===== config.mk =====
export PLATFORM = sky130hd
export DESIGN_NAME = mc65xx_register_file
export DESIGN_NICKNAME = d
export VERILOG_FILES = /design/src/rtl/mc65xx_rf_pkg.sv /design/src/rtl/mc65xx_psr.sv /design/src/rtl/mc65xx_register_file.sv
export SDC_FILE = /design/constraint.sdc
export NUM_CORES = 1
export LEC_CHECK = 0
export CAP_MARGIN = 20
export CELL_PAD_IN_SITES_DETAIL_PLACEMENT = 0
export CELL_PAD_IN_SITES_GLOBAL_PLACEMENT = 1
export CORE_MARGIN = 3
export CORE_UTILIZATION = 30
export DETAILED_ROUTE_END_ITERATION = 8
export GPL_TIMING_DRIVEN = 0
export PLACE_DENSITY = 0.92
export SYNTH_ARGS = -nofsm -noshare
export SYNTH_HDL_FRONTEND = slang
export SYNTH_SLANG_ARGS = --single-unit

===== constraint.sdc =====
create_clock -name clk -period 2.2 [get_ports clk]
set_input_delay 0.33 -clock clk [delete_from_list [all_inputs] [get_ports clk]]
set_output_delay 0.33 -clock clk [all_outputs]
set_load 0.01 [all_outputs]

===== src/rtl/mc65xx_rf_pkg.sv =====
// -----------------------------------------------------------------------------
// mc65xx_rf_pkg
//   Shared constants and types for the MC65xx register file.
//   - PSR bit indices in NV-BDIZC order. Bits 5/4 double as M/X in native mode.
//   - Reset constants for the PSR and the stack pointer.
//   - rf_mode_t: the effective E/M/X mode handed to the execution core.
//   - psr_view(): the PSR as seen by the outside world (bit 5 reads 1 in E mode).
// -----------------------------------------------------------------------------
package mc65xx_rf_pkg;

    localparam int PSR_C = 0;
    localparam int PSR_Z = 1;
    localparam int PSR_I = 2;
    localparam int PSR_D = 3;
    localparam int PSR_X = 4;   // index-width flag in native mode
    localparam int PSR_B = 4;   // break flag in emulation mode
    localparam int PSR_M = 5;   // accumulator-width flag in native mode
    localparam int PSR_V = 6;
    localparam int PSR_N = 7;

    localparam logic [7:0]  RESET_PSR_DEFAULT  = 8'h34;
    localparam logic [7:0]  STACK_PAGE_DEFAULT = 8'h01;
    localparam logic [15:0] S_RESET            = 16'h01FF;

    typedef struct packed {
        logic e;   // emulation mode
        logic m;   // 8-bit accumulator
        logic x;   // 8-bit index registers
    } rf_mode_t;

    // In emulation mode the unused bit 5 always reads as 1; bit 4 is B.
    function automatic logic [7:0] psr_view(input logic [7:0] psr, input logic e);
        logic [7:0] v;
        v = psr;
        if (e) v[PSR_M] = 1'b1;
        return v;
    endfunction

endpackage


===== src/rtl/mc65xx_psr.sv =====
// -----------------------------------------------------------------------------
// mc65xx_psr
//   Processor status register plus the emulation flag E.
//   - Full load (PLP/RTI) takes priority over the per-bit masked flag writes.
//   - XCE swaps C and E; entering emulation forces the stored M/X bits to 1.
//   - Decodes the effective mode (E, 8-bit A, 8-bit index) and also exposes the
//     next-cycle E and X so the parent can act on mode changes on the same edge.
// Ports
//   clk, rst_x   clock, asynchronous active-low reset
//   i_set_psr    load PSR from i_psr
//   i_psr        PSR load value
//   i_flags      flag values (NV-BDIZC)
//   i_flag_we    per-bit write enables for i_flags
//   i_xce        exchange C and E (ignored when WIDE_EN=0)
//   o_psr        PSR as pushed
//   o_mode       effective E/M/X
//   o_e_next     E after the current edge
//   o_x_next     effective 8-bit-index flag after the current edge
// -----------------------------------------------------------------------------
module mc65xx_psr
    import mc65xx_rf_pkg::*;
#(
    parameter bit         WIDE_EN   = 1'b0,
    parameter logic [7:0] RESET_PSR = RESET_PSR_DEFAULT
) (
    input  logic       clk,
    input  logic       rst_x,
    input  logic       i_set_psr,
    input  logic [7:0] i_psr,
    input  logic [7:0] i_flags,
    input  logic [7:0] i_flag_we,
    input  logic       i_xce,
    output logic [7:0] o_psr,
    output rf_mode_t   o_mode,
    output logic       o_e_next,
    output logic       o_x_next
);

    logic [7:0] r_psr;
    logic       r_e;
    logic [7:0] w_psr_next;
    logic       w_e_next;
    logic       w_xce;

    // A strict 6502 has no XCE; E stays at its reset value of 1.
    assign w_xce = WIDE_EN & i_xce;

    // NOTE: every signal assigned in always_comb gets a default on entry so
    // that no path leaves it unassigned and infers a latch.
    always_comb begin
        w_e_next = r_e;
        if (i_set_psr) begin
            w_psr_next = i_psr;
        end else begin
            w_psr_next = (r_psr & ~i_flag_we) | (i_flags & i_flag_we);
        end
        if (w_xce) begin
            w_e_next          = r_psr[PSR_C];
            w_psr_next[PSR_C] = r_e;
            // Native -> emulation: registers drop to 8 bits.
            if (r_psr[PSR_C] && !r_e) begin
                w_psr_next[PSR_M] = 1'b1;
                w_psr_next[PSR_X] = 1'b1;
            end
        end
    end

    // NOTE: sequential state uses non-blocking assignments so every register
    // samples the pre-edge values of the others.
    always_ff @(posedge clk or negedge rst_x) begin
        if (!rst_x) begin
            r_psr <= RESET_PSR;
            r_e   <= 1'b1;
        end else begin
            r_psr <= w_psr_next;
            r_e   <= w_e_next;
        end
    end

    assign o_psr    = psr_view(r_psr, r_e);
    assign o_mode.e = r_e;
    assign o_mode.m = !WIDE_EN || r_e || r_psr[PSR_M];
    assign o_mode.x = !WIDE_EN || r_e || r_psr[PSR_X];
    assign o_e_next = w_e_next;
    assign o_x_next = !WIDE_EN || w_e_next || w_psr_next[PSR_X];

endmodule


===== src/rtl/mc65xx_register_file.sv =====
// -----------------------------------------------------------------------------
// mc65xx_register_file
//   Register file for the MC65xx core: PC, A, X, Y, S and PSR.
//   - PC: full load > byte-lane loads > fetch increment. The increment covers
//     PC[15:0] only; the bank byte (ADDR_W=24) never carries.
//   - S: direct write beats push/pull; net delta is pull - pushes (-2..+1).
//     In 8-bit stack mode the high byte is pinned to STACK_PAGE.
//   - A/X/Y: width follows the effective M/X mode (always 8-bit if WIDE_EN=0).
//   All outputs come straight from registers.
// Ports
//   clk, rst_x                       clock, asynchronous active-low reset
//   il2rf_data, il2rf_set_pc{l,h,b}  PC byte-lane loads
//   il2rf_pushed, mc2rf_pushed       S decrement requests
//   mc2rf_pull                       S increment request
//   mc2rf_fetched                    PC increment request
//   mc2rf_pc, mc2rf_set_pc           full PC load
//   mc2rf_psr, mc2rf_set_psr         full PSR load
//   ec2rf_data, ec2rf_set_{a,x,y,s}  register writes from the execution core
//   ec2rf_flags, ec2rf_flag_we       masked flag writes
//   ec2rf_xce                        exchange C and E
//   rf2mc_pc/_a/_x/_y/_s/_psr        register values
//   rf2ec_e/_m/_x                    effective mode
// -----------------------------------------------------------------------------
module mc65xx_register_file
    import mc65xx_rf_pkg::*;
#(
    parameter int         ADDR_W     = 16,
    parameter bit         WIDE_EN    = 1'b0,
    parameter logic [7:0] STACK_PAGE = STACK_PAGE_DEFAULT,
    parameter logic [7:0] RESET_PSR  = RESET_PSR_DEFAULT
) (
    input  logic              clk,
    input  logic              rst_x,
    input  logic [7:0]        il2rf_data,
    input  logic              il2rf_set_pcl,
    input  logic              il2rf_set_pch,
    input  logic              il2rf_set_pcb,
    input  logic              il2rf_pushed,
    input  logic              mc2rf_fetched,
    input  logic              mc2rf_pushed,
    input  logic              mc2rf_pull,
    input  logic [ADDR_W-1:0] mc2rf_pc,
    input  logic              mc2rf_set_pc,
    input  logic [7:0]        mc2rf_psr,
    input  logic              mc2rf_set_psr,
    input  logic [15:0]       ec2rf_data,
    input  logic              ec2rf_set_a,
    input  logic              ec2rf_set_x,
    input  logic              ec2rf_set_y,
    input  logic              ec2rf_set_s,
    input  logic [7:0]        ec2rf_flags,
    input  logic [7:0]        ec2rf_flag_we,
    input  logic              ec2rf_xce,
    output logic [ADDR_W-1:0] rf2mc_pc,
    output logic [15:0]       rf2mc_a,
    output logic [15:0]       rf2mc_x,
    output logic [15:0]       rf2mc_y,
    output logic [15:0]       rf2mc_s,
    output logic [7:0]        rf2mc_psr,
    output logic              rf2ec_e,
    output logic              rf2ec_m,
    output logic              rf2ec_x
);

    localparam bit HAS_PCB = (ADDR_W > 16);

    // ---------------------------------------------------------------- PSR / E
    rf_mode_t w_mode;
    logic     w_e_next;
    logic     w_x_flag_next;

    mc65xx_psr #(
        .WIDE_EN   (WIDE_EN),
        .RESET_PSR (RESET_PSR)
    ) u_psr (
        .clk       (clk),
        .rst_x     (rst_x),
        .i_set_psr (mc2rf_set_psr),
        .i_psr     (mc2rf_psr),
        .i_flags   (ec2rf_flags),
        .i_flag_we (ec2rf_flag_we),
        .i_xce     (ec2rf_xce),
        .o_psr     (rf2mc_psr),
        .o_mode    (w_mode),
        .o_e_next  (w_e_next),
        .o_x_next  (w_x_flag_next)
    );

    assign rf2ec_e = w_mode.e;
    assign rf2ec_m = w_mode.m;
    assign rf2ec_x = w_mode.x;

    // ---------------------------------------------------------------- PC
    logic [15:0] r_pc_lo;
    logic [15:0] w_pc_lo_next;
    logic        w_lane_load;

    // A bank-lane load only counts when the bank byte exists.
    assign w_lane_load = il2rf_set_pcl | il2rf_set_pch | (HAS_PCB & il2rf_set_pcb);

    always_comb begin
        w_pc_lo_next = r_pc_lo;
        if (mc2rf_set_pc) begin
            w_pc_lo_next = mc2rf_pc[15:0];
        end else if (w_lane_load) begin
            if (il2rf_set_pcl) w_pc_lo_next[7:0]  = il2rf_data;
            if (il2rf_set_pch) w_pc_lo_next[15:8] = il2rf_data;
        end else if (mc2rf_fetched) begin
            w_pc_lo_next = r_pc_lo + 16'd1;
        end
    end

    always_ff @(posedge clk or negedge rst_x) begin
        if (!rst_x) r_pc_lo <= '0;
        else        r_pc_lo <= w_pc_lo_next;
    end

    generate
        if (HAS_PCB) begin : g_pcb
            logic [ADDR_W-17:0] r_pcb;
            logic [ADDR_W-17:0] w_pcb_next;

            always_comb begin
                w_pcb_next = r_pcb;
                if (mc2rf_set_pc)       w_pcb_next = mc2rf_pc[ADDR_W-1:16];
                else if (il2rf_set_pcb) w_pcb_next = il2rf_data[ADDR_W-17:0];
            end

            always_ff @(posedge clk or negedge rst_x) begin
                if (!rst_x) r_pcb <= '0;
                else        r_pcb <= w_pcb_next;
            end

            assign rf2mc_pc = {r_pcb, r_pc_lo};
        end else begin : g_no_pcb
            assign rf2mc_pc = r_pc_lo;
        end
    endgenerate

    // ---------------------------------------------------------------- S
    logic [15:0] r_s;
    logic [15:0] w_s_next;
    logic [15:0] w_s_delta;
    logic        w_page_now;
    logic        w_page_next;

    assign w_page_now  = !WIDE_EN || w_mode.e;
    assign w_page_next = !WIDE_EN || w_e_next;

    always_comb begin
        w_s_delta = {15'd0, mc2rf_pull} - {15'd0, mc2rf_pushed} - {15'd0, il2rf_pushed};
        if (ec2rf_set_s) begin
            w_s_next = w_page_now ? {8'h00, ec2rf_data[7:0]} : ec2rf_data;
        end else begin
            // The low byte of a 16-bit add equals the 8-bit page-wrapped result,
            // so pinning the high byte afterwards covers both stack modes.
            w_s_next = r_s + w_s_delta;
        end
        if (w_page_next) w_s_next[15:8] = STACK_PAGE;
    end

    always_ff @(posedge clk or negedge rst_x) begin
        if (!rst_x) r_s <= S_RESET;
        else        r_s <= w_s_next;
    end

    assign rf2mc_s = w_page_now ? {STACK_PAGE, r_s[7:0]} : r_s;

    // ---------------------------------------------------------------- A / X / Y
    logic [15:0] r_a, r_x, r_y;
    logic [15:0] w_a_next, w_x_next, w_y_next;

    always_comb begin
        w_a_next = r_a;
        w_x_next = r_x;
        w_y_next = r_y;

        // 8-bit accumulator keeps the hidden high byte (B) intact.
        if (ec2rf_set_a) begin
            if (w_mode.m) w_a_next[7:0] = ec2rf_data[7:0];
            else          w_a_next      = ec2rf_data;
        end
        if (ec2rf_set_x) w_x_next = w_mode.x ? {8'h00, ec2rf_data[7:0]} : ec2rf_data;
        if (ec2rf_set_y) w_y_next = w_mode.x ? {8'h00, ec2rf_data[7:0]} : ec2rf_data;

        // Index high bytes are zero whenever the index width is 8 bits; this
        // also covers the X 0->1 transition and entry into emulation mode.
        if (w_x_flag_next) begin
            w_x_next[15:8] = 8'h00;
            w_y_next[15:8] = 8'h00;
        end
    end

    always_ff @(posedge clk or negedge rst_x) begin
        if (!rst_x) begin
            r_a <= '0;
            r_x <= '0;
            r_y <= '0;
        end else begin
            r_a <= w_a_next;
            r_x <= w_x_next;
            r_y <= w_y_next;
        end
    end

    assign rf2mc_a = r_a;
    assign rf2mc_x = r_x;
    assign rf2mc_y = r_y;

endmodule


# Yosys cells after proc, flatten, opt, wreduce, memory -nomap -nowiden
# Index checks and enable logic that the tools add are counted.
# totals
memories	0
mem_bits_rw	0
regBits	56
mem_bits_ro	0
output_inout_bits	91
latch_bits	0
# op_classes
muxes	7
n_eq_ne	2
div	0
n_addsub	4
n_bitwise	5
order_cmp	0
n_mul	0
n_reduce_logical	3
n_shift	0
# ops
operator	n
$mux 16	3
$mux 8	4
$add 16x1->16 const B	1
$and 8x8->8	2
$add 8x3->8	1
$not 8->8	1
$or 8x8->8	1
$ne 3x3->1 const B	2
$reduce_and 2->1	2
$reduce_bool 3->1	1
$sub 2x2->3	1
$sub 1x1->2	1
$or 1x1->1	1

# Depth between registers and ports, before layout
# logic_depth
depth_word	4
depth_mapped	11
mapped_depth_nobuf	11

# Hierarchy
# From an unflattened synthesis, not the netlist that was laid out.
# hier_totals
hier_cells	412
hier_area_um2	4262.8
# by_module_without_submodules
mod	seq_area_each_um2	cells_per_inst	area_each_um2	instances
mc65xx_register_file	1811.7	376	3882.5	1
mc65xx_psr	177.7	36	380.4	1

# Worst setup path after synthesis
# Ideal clock, no wire load.
# synth_timing
kind	input-to-reg
startpoint	input port mc2rf_pull
endpoint	register r_s[4]
setup_time_ns	0.077
path_slack_ns	0.125
n_path_buf	0
arrival_ns	1.998
path_stages	11
cell_sequence	inv_1 -> ha_1 -> ha_1 -> inv_1 -> ha_1 -> inv_1 -> fa_1 -> nor2b_1 -> o31a_1 -> a211oi_1 -> a21o_1
# synth_via
elab_chain_len	4
# synth_rtl
element	line	text
start, declared	mc65xx_register_file.sv:41	input logic mc2rf_pull,
$sub 1x1->2	mc65xx_register_file.sv:151	w_s_delta = {15'd0, mc2rf_pull} - {15'd0, mc2rf_pushed} - {15'd0, il2rf_pushed};
$sub 2x2->3	mc65xx_register_file.sv:151	
$add 8x3->8	mc65xx_register_file.sv:157	w_s_next = r_s + w_s_delta;
$mux 8	mc65xx_register_file.sv:152	if (ec2rf_set_s) begin
via w_s_next[4]	mc65xx_register_file.sv:142	logic [15:0] w_s_next;
end signal, assigned	mc65xx_register_file.sv:164	else r_s <= w_s_next;
end, declared	mc65xx_register_file.sv:141	logic [15:0] r_s;
# The timed path passes the listed nets, and every way through them passes these cells.
# A chain may end at the register's enable or synchronous reset.

# Worst setup path in the final report
# layout_timing
startpoint	register r_s[2]
endpoint	register r_s[6]
# layout_via
elab_chain_len	2
# layout_rtl
element	line
$add 8x3->8	mc65xx_register_file.sv:157
$mux 8	mc65xx_register_file.sv:152
via w_s_next[6]	mc65xx_register_file.sv:142
# The timed path passes the listed nets, and every way through them passes these cells.

==> reports/qor.txt <==
unrepaired setup endpoints after global routing -> false
Port-buffer cells -> 115
WP data required -> 2.41 ns
Tightest Hold Check Type -> primary input to async pin
Critical Path Fanout Max -> 4
Worst Setup End Kind -> register
dominant cells by area after synthesis -> dfrtp_1, mux2_2, buf_4, dfstp_2, ha_1
Max Transition Viols Final -> 0
DR vias -> 3,336
all-layer global routing usage -> 15.65%
Seq cells post-synth -> 55
HPWL after DPL -> 8244 um
Worst-path clk slew -> 0.07 ns
Die ar. -> 0.01311 sq mm
first-pass GRT wire length -> 16,770 um
synthesized area per cell -> 9.569 sq um
final hold violation count -> 0
CP arrival -> 2.30 ns
clk sinks -> 55
Post-synth top flop -> dfrtp_1
drt wl/cell -> 15.61 um
Util after Layout -> 47.14%
Mapped Area -> 0.003531 sq mm
die extent in x -> 114.5 um
Yosys top cell by area -> dfrtp_1
CTS Hold Bufs -> 0
clock root buffer -> clkbuf_16
largest net degree at the start of global routing -> 32
top cells by count, synth -> dfrtp_1, buf_4, inv_1, mux2_2, o21ai_0
Residual DRC -> 0
Leakage Power -> 2.283 nW
count of final setup violators -> 0
Ports -> 171
most numerous cell in the Yosys netlist -> dfrtp_1
R2R cell count -> 8
Worst-Skew Late Latency -> 0.29 ns
Final ANT Viol Nets -> 0
CP Class -> register to register
gr ovfl total -> 0
hold_ws -> 0.1066 ns
sequential share of the synthesized area -> 39.33%
Pint -> 2.708 mW
Synth cell types -> 57
Clock power frac -> 22.6%
outcome -> finished clean
fin crit period -> 2.090 ns
Tcrit/Tclk final -> 94.99%
H-Tree Depth -> 2
worst r2r dst -> r_s[6]
CTS tree -> built
Worst Setup Start Kind -> register
top cell type's share of synthesized area -> 31.89%
WL final -> 10,460 um
die height -> 114.5 um
number of synthesized flops with an enable pin -> 0
skew final -> 0.003894 ns
Combinational Power Share -> 44.0%
Mapped Cells -> 369
CTS Buffer Depth -> 2
Power Dens Cells -> 771.5 mW/mm^2
launching point of the worst reg2reg path -> r_s[2]
Diodes inserted -> 0
Sw Ratio -> 33.36%
Initial Utilization -> 31.60%
synth warn -> 0
share of cells above drive strength 1 -> 20.38%
P&R area growth vs syn -> 49.18%
router iterations before antenna repair -> 4
vias in the first global route -> 3,356
ys async rst share -> 100.0%
number of max-cap violations -> 0
NetSw -> 1.356 mW
Worst VDD drop -> 0.4618 mV
Fmax -> 478.5 MHz
sequential share of power -> 33.4%
RD Place Congestion -> 0.8594
CTS buffer count -> 5
vias per cell -> 4.979
initial antenna violation count -> 0
drt initial violations -> 177
Worst-Margin Slew -> 0.8322 ns
core area -> 0.01117 sq mm
# rows -> 38
final net count -> 626
register-to-register setup slack -> 0.11 ns
relative slew slack -> 44.01%
-- critical path, cell delays in order (launching register included) --
cell	delay [ns]
dfstp_2	0.54
inv_1	0.04
ha_1	0.30
inv_2	0.07
ha_4	0.21
nor2b_2	0.16
o31a_1	0.33
o21a_1	0.19
o211ai_1	0.17
-- what timing repair did --
item | in CTS | in global routing
resized for setup | 16 | 7
buffers inserted | 2 | 0
cloned | 0 | 0
pin swaps | 6 | 0
endpoints found under the setup margin | 5 | 9
-- final cells by class --
| cell class | instances | area [sq um] |
|---|---|---|
| tap | 140 | 175.2 |
| clock inverter | 2 | 38.79 |
| inverter | 26 | 97.59 |
| fill | 1062 | 5906 |
| buffer | 53 | 352.8 |
| multi-input combinational | 269 | 1894 |
| sequential | 55 | 1389 |
| clock buffer | 6 | 128.9 |
| timing repair buffer | 119 | 1191 |
-- stage by stage --
stage / total power [mW] / instance area, sq um / worst slack (ns) / cells / TNS [ns]
2_1_floorplan: 2.343 / 3659 / 0.1254 / 403 / 0
3_3_place_gp: 2.972 / 4985 / -0.8714 / 658 / -46.36
3_5_place_dp: 3.026 / 5007 / -0.6285 / 659 / -4.629
4_1_cts: 4.031 / 5248 / 0.02491 / 669 / 0
5_1_grt: 4.343 / 5268 / 0.02171 / 670 / 0
6_report: 4.064 / 5268 / 0.1101 / 670 / 0
-- layer usage --
| layer | vias to the layer above | part of all wire (%) | track usage (%) |
|---|---|---|---|
| met5 | - | 0 | 0 |
| met4 | 0 | 1.4 | 4.038 |
| met3 | 17 | 8.8 | 3.224 |
| met2 | 172 | 50 | 26.97 |
| met1 | 1571 | 39 | 19.94 |
| li1 | 1576 | - | - |
-- worst max path at each step --
stage | startpoint | endpoint | slack, ns
2_1_floorplan | mc2rf_pull | r_s[4] | 0.13
3_3_place_gp | rst_x | rf2mc_pc[9] | -0.87
6_report | r_s[2] | r_s[6] | 0.11
3_5_place_dp | mc2rf_pull | r_s[4] | -0.63
4_1_cts | mc2rf_set_pc | rf2mc_pc[10] | 0.02
5_1_grt | r_s[4] | r_s[7] | 0.02
-- power groups by stage --
stage          registers (mW)  logic [mW]  clock network, mW
2_1_floorplan            1.42       0.920                  0
3_3_place_gp             1.37        1.61                  0
3_5_place_dp             1.37        1.65                  0
4_1_cts                  1.36        1.74              0.933
5_1_grt                  1.38        1.97              0.988
6_report                 1.36        1.79              0.918
-- cell families (layout without fill, tap and decap cells) --
family	count (synthesis)	count (layout)	synth area share, %
XOR/XNOR	3	3	1.134
AND/OR/NAND/NOR	94	94	13.78
buffers and inverters	79	206	12.69
flip-flops	55	55	39.33
adder cells (fa/ha/maj)	17	17	6.237
multiplexers	35	35	10.84
other	2	36	0.2127
AO/OA/AOI/OAI	84	84	15.77
-- cells in the final DEF, fill, tap and decap left out, types with 3 or more instances in the layout --
cell type        instances
clkbuf_16                5
dfrtp_1                 45
ha_1                    12
mux2_2                  26
nand3_1                 14
a211oi_1                 3
conb_1                  36
buf_4                   38
nor2_1                  14
o21ai_0                 25
o21a_1                   4
a21oi_1                 15
a31o_2                   3
dfstp_2                 10
buf_2                    3
nor2b_1                  4
inv_2                    5
nand4_1                 10
ha_4                     4
o31ai_1                  4
mux2i_1                  9
clkdlybuf4s50_1        112
clkbuf_1                13
nor4_1                   3
inv_1                   21
nand2_1                 23
nand2b_1                 5
and3_1                   5
a222oi_1                 3
nor3_1                   4
No activity file was read; power rests on OpenSTA's default activity.
